`src/rtl/leaf_stream_packetizer.sv`:
```
// Transmit-side packetizer: round-robin arbitration of user output streams onto a
// single registered BFT packet slot, with per-port credit flow control.
module leaf_stream_packetizer #(
  parameter int PACKET_BITS   = 49,
  parameter int PAYLOAD_BITS  = 32,
  parameter int NUM_LEAF_BITS = 5,
  parameter int NUM_PORT_BITS = 4,
  parameter int NUM_ADDR_BITS = 7,
  parameter int NUM_OUT_PORTS = 4,
  parameter int CREDIT_INIT   = 128
) (
  input  logic                                  clk,
  input  logic                                  reset,
  input  logic                                  cfg_wr,
  input  logic [NUM_PORT_BITS-1:0]              cfg_port,
  input  logic [NUM_LEAF_BITS-1:0]              cfg_dst_leaf,
  input  logic [NUM_PORT_BITS-1:0]              cfg_dst_port,
  input  logic [NUM_OUT_PORTS*PAYLOAD_BITS-1:0] din_leaf_user2interface,
  input  logic [NUM_OUT_PORTS-1:0]              vld_user2interface,
  output logic [NUM_OUT_PORTS-1:0]              ack_interface2user,
  input  logic                                  cred_vld,
  input  logic [NUM_PORT_BITS-1:0]              cred_port,
  input  logic [NUM_ADDR_BITS:0]                cred_inc,
  output logic [PACKET_BITS-1:0]                dout_leaf_interface2bft,
  input  logic                                  dout_ready,
  input  logic                                  resend,
  output logic                                  err_credit_ovf
);

  localparam int PTR_BITS  = (NUM_OUT_PORTS > 1) ? $clog2(NUM_OUT_PORTS) : 1;
  localparam int CRED_BITS = NUM_ADDR_BITS + 1;
  localparam int SUM_BITS  = CRED_BITS + 1;

  logic [NUM_LEAF_BITS-1:0] dst_leaf   [NUM_OUT_PORTS];
  logic [NUM_PORT_BITS-1:0] dst_port   [NUM_OUT_PORTS];
  logic [NUM_ADDR_BITS-1:0] addr_q     [NUM_OUT_PORTS];
  logic [CRED_BITS-1:0]     credit_q   [NUM_OUT_PORTS];
  logic [CRED_BITS-1:0]     credit_nxt [NUM_OUT_PORTS];

  logic [NUM_OUT_PORTS-1:0] configured_q;
  logic [NUM_OUT_PORTS-1:0] eligible;
  logic [NUM_OUT_PORTS-1:0] cfg_sel;
  logic [NUM_OUT_PORTS-1:0] gnt_sel;
  logic [NUM_OUT_PORTS-1:0] ovf_hit;
  logic [PTR_BITS-1:0]      rr_ptr;
  logic [PTR_BITS-1:0]      rr_nxt;
  logic [PTR_BITS-1:0]      gnt_idx;
  logic                     gnt_vld;
  logic                     slot_free;
  logic                     err_q;
  logic [PACKET_BITS-1:0]   pkt_q;
  logic [PACKET_BITS-1:0]   pkt_nxt;
  logic [SUM_BITS-1:0]      sum;
  int unsigned              cand;

  // Resend freezes the slot: the held packet is neither accepted nor replaced.
  assign slot_free = !resend && (!pkt_q[PACKET_BITS-1] || dout_ready);

  always_comb begin
    eligible = '0;
    for (int unsigned i = 0; i < NUM_OUT_PORTS; i++) begin
      eligible[i] = vld_user2interface[i] && configured_q[i] && (credit_q[i] != '0);
    end
  end

  always_comb begin
    gnt_vld = 1'b0;
    gnt_idx = '0;
    cand    = 0;
    for (int unsigned k = 0; k < NUM_OUT_PORTS; k++) begin
      cand = (32'(rr_ptr) + k) % NUM_OUT_PORTS;
      for (int unsigned i = 0; i < NUM_OUT_PORTS; i++) begin
        if (slot_free && !gnt_vld && eligible[i] && (cand == i)) begin
          gnt_vld = 1'b1;
          gnt_idx = PTR_BITS'(i);
        end
      end
    end
  end

  always_comb begin
    gnt_sel = '0;
    pkt_nxt = '0;
    for (int unsigned i = 0; i < NUM_OUT_PORTS; i++) begin
      gnt_sel[i] = gnt_vld && (gnt_idx == PTR_BITS'(i));
      if (gnt_sel[i]) begin
        pkt_nxt = {1'b1, dst_leaf[i], dst_port[i], addr_q[i],
                   din_leaf_user2interface[i*PAYLOAD_BITS +: PAYLOAD_BITS]};
      end
    end
  end

  assign rr_nxt = (gnt_idx == PTR_BITS'(NUM_OUT_PORTS - 1)) ? '0 : gnt_idx + 1'b1;

  // Credit update: grant and return combine first, then saturate; config wins outright.
  always_comb begin
    sum     = '0;
    cfg_sel = '0;
    ovf_hit = '0;
    for (int unsigned i = 0; i < NUM_OUT_PORTS; i++) begin
      cfg_sel[i] = cfg_wr && (cfg_port == NUM_PORT_BITS'(i));
      sum = {1'b0, credit_q[i]};
      if (gnt_sel[i]) begin
        sum = sum - 1'b1;
      end
      if (cred_vld && (cred_port == NUM_PORT_BITS'(i))) begin
        sum = sum + SUM_BITS'(cred_inc);
      end
      if (cfg_sel[i]) begin
        credit_nxt[i] = CRED_BITS'(CREDIT_INIT);
      end else if (sum > SUM_BITS'(CREDIT_INIT)) begin
        credit_nxt[i] = CRED_BITS'(CREDIT_INIT);
        ovf_hit[i]    = 1'b1;
      end else begin
        credit_nxt[i] = sum[CRED_BITS-1:0];
      end
    end
  end

  always_ff @(posedge clk or negedge reset) begin
    if (!reset) begin
      pkt_q        <= '0;
      rr_ptr       <= '0;
      err_q        <= 1'b0;
      configured_q <= '0;
      for (int unsigned i = 0; i < NUM_OUT_PORTS; i++) begin
        dst_leaf[i] <= '0;
        dst_port[i] <= '0;
        addr_q[i]   <= '0;
        credit_q[i] <= CRED_BITS'(CREDIT_INIT);
      end
    end else begin
      if (slot_free) begin
        pkt_q <= pkt_nxt;
      end
      if (gnt_vld) begin
        rr_ptr <= rr_nxt;
      end
      if (|ovf_hit) begin
        err_q <= 1'b1;
      end
      for (int unsigned i = 0; i < NUM_OUT_PORTS; i++) begin
        credit_q[i] <= credit_nxt[i];
        if (cfg_sel[i]) begin
          dst_leaf[i]     <= cfg_dst_leaf;
          dst_port[i]     <= cfg_dst_port;
          configured_q[i] <= 1'b1;
          addr_q[i]       <= '0;
        end else if (gnt_sel[i]) begin
          addr_q[i] <= addr_q[i] + 1'b1;
        end
      end
    end
  end

  assign ack_interface2user      = gnt_sel;
  assign dout_leaf_interface2bft = resend ? '0 : pkt_q;
  assign err_credit_ovf          = err_q;

endmodule

```
`config.mk`:
```
export PLATFORM = sky130hd
export DESIGN_NAME = leaf_stream_packetizer
export DESIGN_NICKNAME = d
export VERILOG_FILES = /design/src/rtl/leaf_stream_packetizer.sv
export SDC_FILE = /design/constraint.sdc
export NUM_CORES = 1
export LEC_CHECK = 0
export CELL_PAD_IN_SITES_DETAIL_PLACEMENT = 0
export CELL_PAD_IN_SITES_GLOBAL_PLACEMENT = 2
export CORE_ASPECT_RATIO = 0.8
export CORE_UTILIZATION = 31
export CTS_BUF_LIST = sky130_fd_sc_hd__clkbuf_16
export DETAILED_ROUTE_END_ITERATION = 10
export MAX_ROUTING_LAYER = met4
export PLACE_DENSITY = 0.77
export SLEW_MARGIN = 30
export SYNTH_ARGS = -nofsm -noshare
export SYNTH_HDL_FRONTEND = slang
export SYNTH_SLANG_ARGS = --single-unit
export TNS_END_PERCENT = 1
```
`constraint.sdc`:
```
create_clock -name clk -period 7.8 [get_ports clk]
set_clock_uncertainty 0.1 [all_clocks]
set_input_delay 0.78 -clock clk [delete_from_list [all_inputs] [get_ports clk]]
set_output_delay 0.78 -clock clk [all_outputs]
set_load 0.02 [all_outputs]
```
==> out/metrics.cfg <==
[outcome]
outcome = finished clean

[power]
p_total_mw = 4.33
peakVddDrop_uv = 169
power_density_mw_per_mm2 = 328
power_leakage_nw = 5.47

[synthesis]
synth_area_sq_mm = 0.0100
syn_avg_cell_area_sq_um = 8.96
yosysSeqAreaShare_pct = 37.9
ys_ff_latch = 152
syn_nets = 1339
synth-edff-count = 0
yosysTopAreaCell = dfrtp_1
synth_cells = 1121
synth_top_area_share_pct = 36.9
synth_area_leaders = dfrtp_1 (37%), ha_1 (6.4%), o21ai_0 (5.9%), a221o_1 (4.8%), nand2_1 (4.6%)
yosys_warnings = 0
ys_types = 73
synth_ff_type = dfrtp_1
async_reset_ff_share_pct = 100

[grt]
grt_util_all_layers_pct = 21.8
grt_max_degree = 90
overflow = 0
antenna_found_initial = 0
first_global_vias = 8938
grt_pass1_wl_um = 53500

[layout]
diodes = 0
nFillCells = 3143
drive_above_1_share_pct = 7.90
final_util_pct = 41.8
nets = 1522
syn2layout_area_growth_pct = 31.7
final_cells = 1737

[cts]
path_clk_slew_ns = 0.08
ctsResizeCount = 0
cts_buffers = 17
cts_max_level = 4
postCtsSetupRepairBufs = 0
cts.path.max_buffers = 2
cts_tree = yes
cts_hold_buffers = 0
clk_latency_ns = 0.43
cts_sinks = 152
cts_root_buf = clkbuf_16

[placement]
port_buffers = 216
dpl.hpwl_um = 25400
place.gp.congestion = 0.843
pre_cts_ws_ns = 1.49
post-place-cells = 1705

[sta]
fin_tns_setup_ns = 0
fin_ws_ns = 1.77
clock.fmax_mhz = 166
fin_crit_sh_pct = 77.4
max_slew_margin_pct = 41.3
tightest_slew_ns = 0.880
finalCriticalPeriod_ns = 6.03
hold_violations = 0
maxSlewViolCount = 0
setup_viol = 0
rsz0062_at_grt = no

[worst_setup_path]
crit_arrival_ns = 6.27
critPathTopFamily = simple AND/OR/NAND/NOR gates
worstSetupPathType = flip-flop to flip-flop
worstPathCellList = inv_1, ha_1, nor3b_1, and3_1, nor2_1, o22ai_1, nand2_1, o21ai_0, nor2_1, ha_1, o21ai_2, clkinv_2, xnor2_1, ha_1, fa_1, a211oi_1, o21ai_0, and3_1, o21a_1, o21ai_0, xnor2_1, nand3_1, nor3b_1
crit_buf_inv = 2
cp-end-kind = flip-flop
crit_fanout = 37
startpoint_type = flip-flop
critical_path_required_ns = 8.04
cp_slowest_cell = nor3b_1
cpPeakStageDelay_ns = 0.49

[routing]
first_pass_iters = 5
dr.first_iter.drc_count = 667
routed_wl_um = 34700
dr_total_vias = 9161
vias_per_cell = 5.27
drt_drc_violations_left = 0
ant_nets = 0
detail_route.wl_per_cell_um = 20.0

[floorplanning]
core_sq_mm = 0.0316
rows = 58
die_width_um = 203
dieArea_sq_mm = 0.0331
ioPinCount = 217
dieHeight_um = 163
initial_core_util_pct = 31.8

[run]
maxCapViolations = 0

[worst_hold_path]
hold_path.class = input pin to async pin

[metrics by stage]
stage / hold WS, ns / instance area, sq um
detailed placement: 0.357 / 12600
floorplan: 0.335 / 10000
CTS: 0.375 / 13200
global placement: 0.352 / 12600
finish: 0.325 / 13200
global route: 0.378 / 13200
[flip-flops by register name, indices dropped and copies added (netlist names)]
name            cells
configured_q        4
err_credit_ovf      1
addr_q             28
pkt_q              49
rr_ptr              2
credit_q           32
dst_port           16
dst_leaf           20
[cell usage after synthesis (4+ instances only)]
library cell / n
o211ai_1: 9
nand3_1: 18
a211oi_1: 8
nand2b_1: 10
nand2_1: 123
buf_2: 4
nor3_1: 24
or2_2: 5
nor2_1: 89
mux2_2: 20
clkbuf_1: 56
o21ai_0: 119
fa_1: 4
o21a_1: 6
o2111ai_1: 6
buf_1: 4
nor4_1: 7
a21oi_1: 39
nor2b_1: 53
ha_1: 51
mux2i_1: 8
or4_1: 4
or3_1: 7
and3_1: 6
nand4_1: 7
nor3b_1: 4
dfstp_2: 4
xor2_1: 30
xnor2_1: 42
a21o_1: 11
dfrtp_1: 148
a211o_1: 4
and4_1: 5
a22oi_1: 48
a221o_1: 48
o21bai_1: 6
inv_1: 27
o21ai_1: 5
[final cells by class]
cell class | count | area, sq um | area share (%)
Clock buffer | 17 | 425 | 3.22
Clock inverter | 15 | 186 | 1.41
Inverter | 30 | 114 | 0.861
Multi-Input combinational cell | 874 | 5910 | 44.7
Sequential cell | 152 | 3810 | 28.8
Tap cell | 420 | 526 | 3.97
Timing Repair Buffer | 229 | 2260 | 17.1
[final timing paths]
kind                                             start                          end  slack (ns)  cells past startpoint
max                              credit_q[0]$_DFF_PN0_        credit_q[6]$_DFF_PN0_        1.77                     23
min                                              reset      dst_port[6]$_DFFE_PN0P_        0.33                      1
max in group asynchronous                        reset        pkt_q[32]$_DFFE_PN0N_        5.88                      2
min reg2reg                configured_q[0]$_DFFE_PN0P_  configured_q[0]$_DFFE_PN0P_        0.37                      1
max reg2reg                      credit_q[0]$_DFF_PN0_        credit_q[6]$_DFF_PN0_        1.77                     23
min in group clk           configured_q[0]$_DFFE_PN0P_  configured_q[0]$_DFFE_PN0P_        0.37                      1
[routing by layer]
metal  up-vias  track usage, %  part of all wire [%]
li1       4442               -                     -
met5         -               -                     0
met3        15            3.33                   5.0
met1      4428            30.4                    50
met4         0            4.41                   1.2
met2       276            33.3                    44
[report_power, final]
group	total (mW)	switching, mW	leakage [nW]	internal, mW
logic	2.28	1.29	3.23	0.991
clock network	0.841	0.406	0.296	0.435
registers	1.22	0.177	1.95	1.04
total	4.33	1.87	5.47	2.46
[layout by cell type (no fill, tap or decap), drive strengths merged, types with 8 or more instances in the layout]
cell type | netlist | routed
dfrtp | 148 | 148
nand3 | 18 | 18
inv | 30 | 34
a21oi | 41 | 41
nor4 | 8 | 8
mux2 | 20 | 20
mux2i | 8 | 8
nand2 | 124 | 124
nor3 | 25 | 25
a221o | 48 | 48
a211oi | 9 | 9
ha | 51 | 51
nor2b | 53 | 53
clkinv | 0 | 11
a22oi | 48 | 48
clkdlybuf4s50 | 0 | 214
xor2 | 30 | 30
clkbuf | 56 | 18
nor2 | 89 | 89
buf | 9 | 14
o21ai | 126 | 126
a21o | 11 | 11
nand2b | 11 | 11
xnor2 | 42 | 42
o211ai | 11 | 11
or3 | 8 | 8
[logic make-up (layout without fill, tap and decap cells)]
group           count (synthesis)  in the layout  share of synthesized area, %
simple gates                  374            374                          18.1
compound gates                345            345                          23.9
flops                         152            152                          37.9
buf+inv                        95            291                          3.67
xor+xnor                       72             72                          6.28
fa+ha+maj                      55             55                          7.15
mux                            28             28                          3.04
Power figures use the tool's default switching activity.
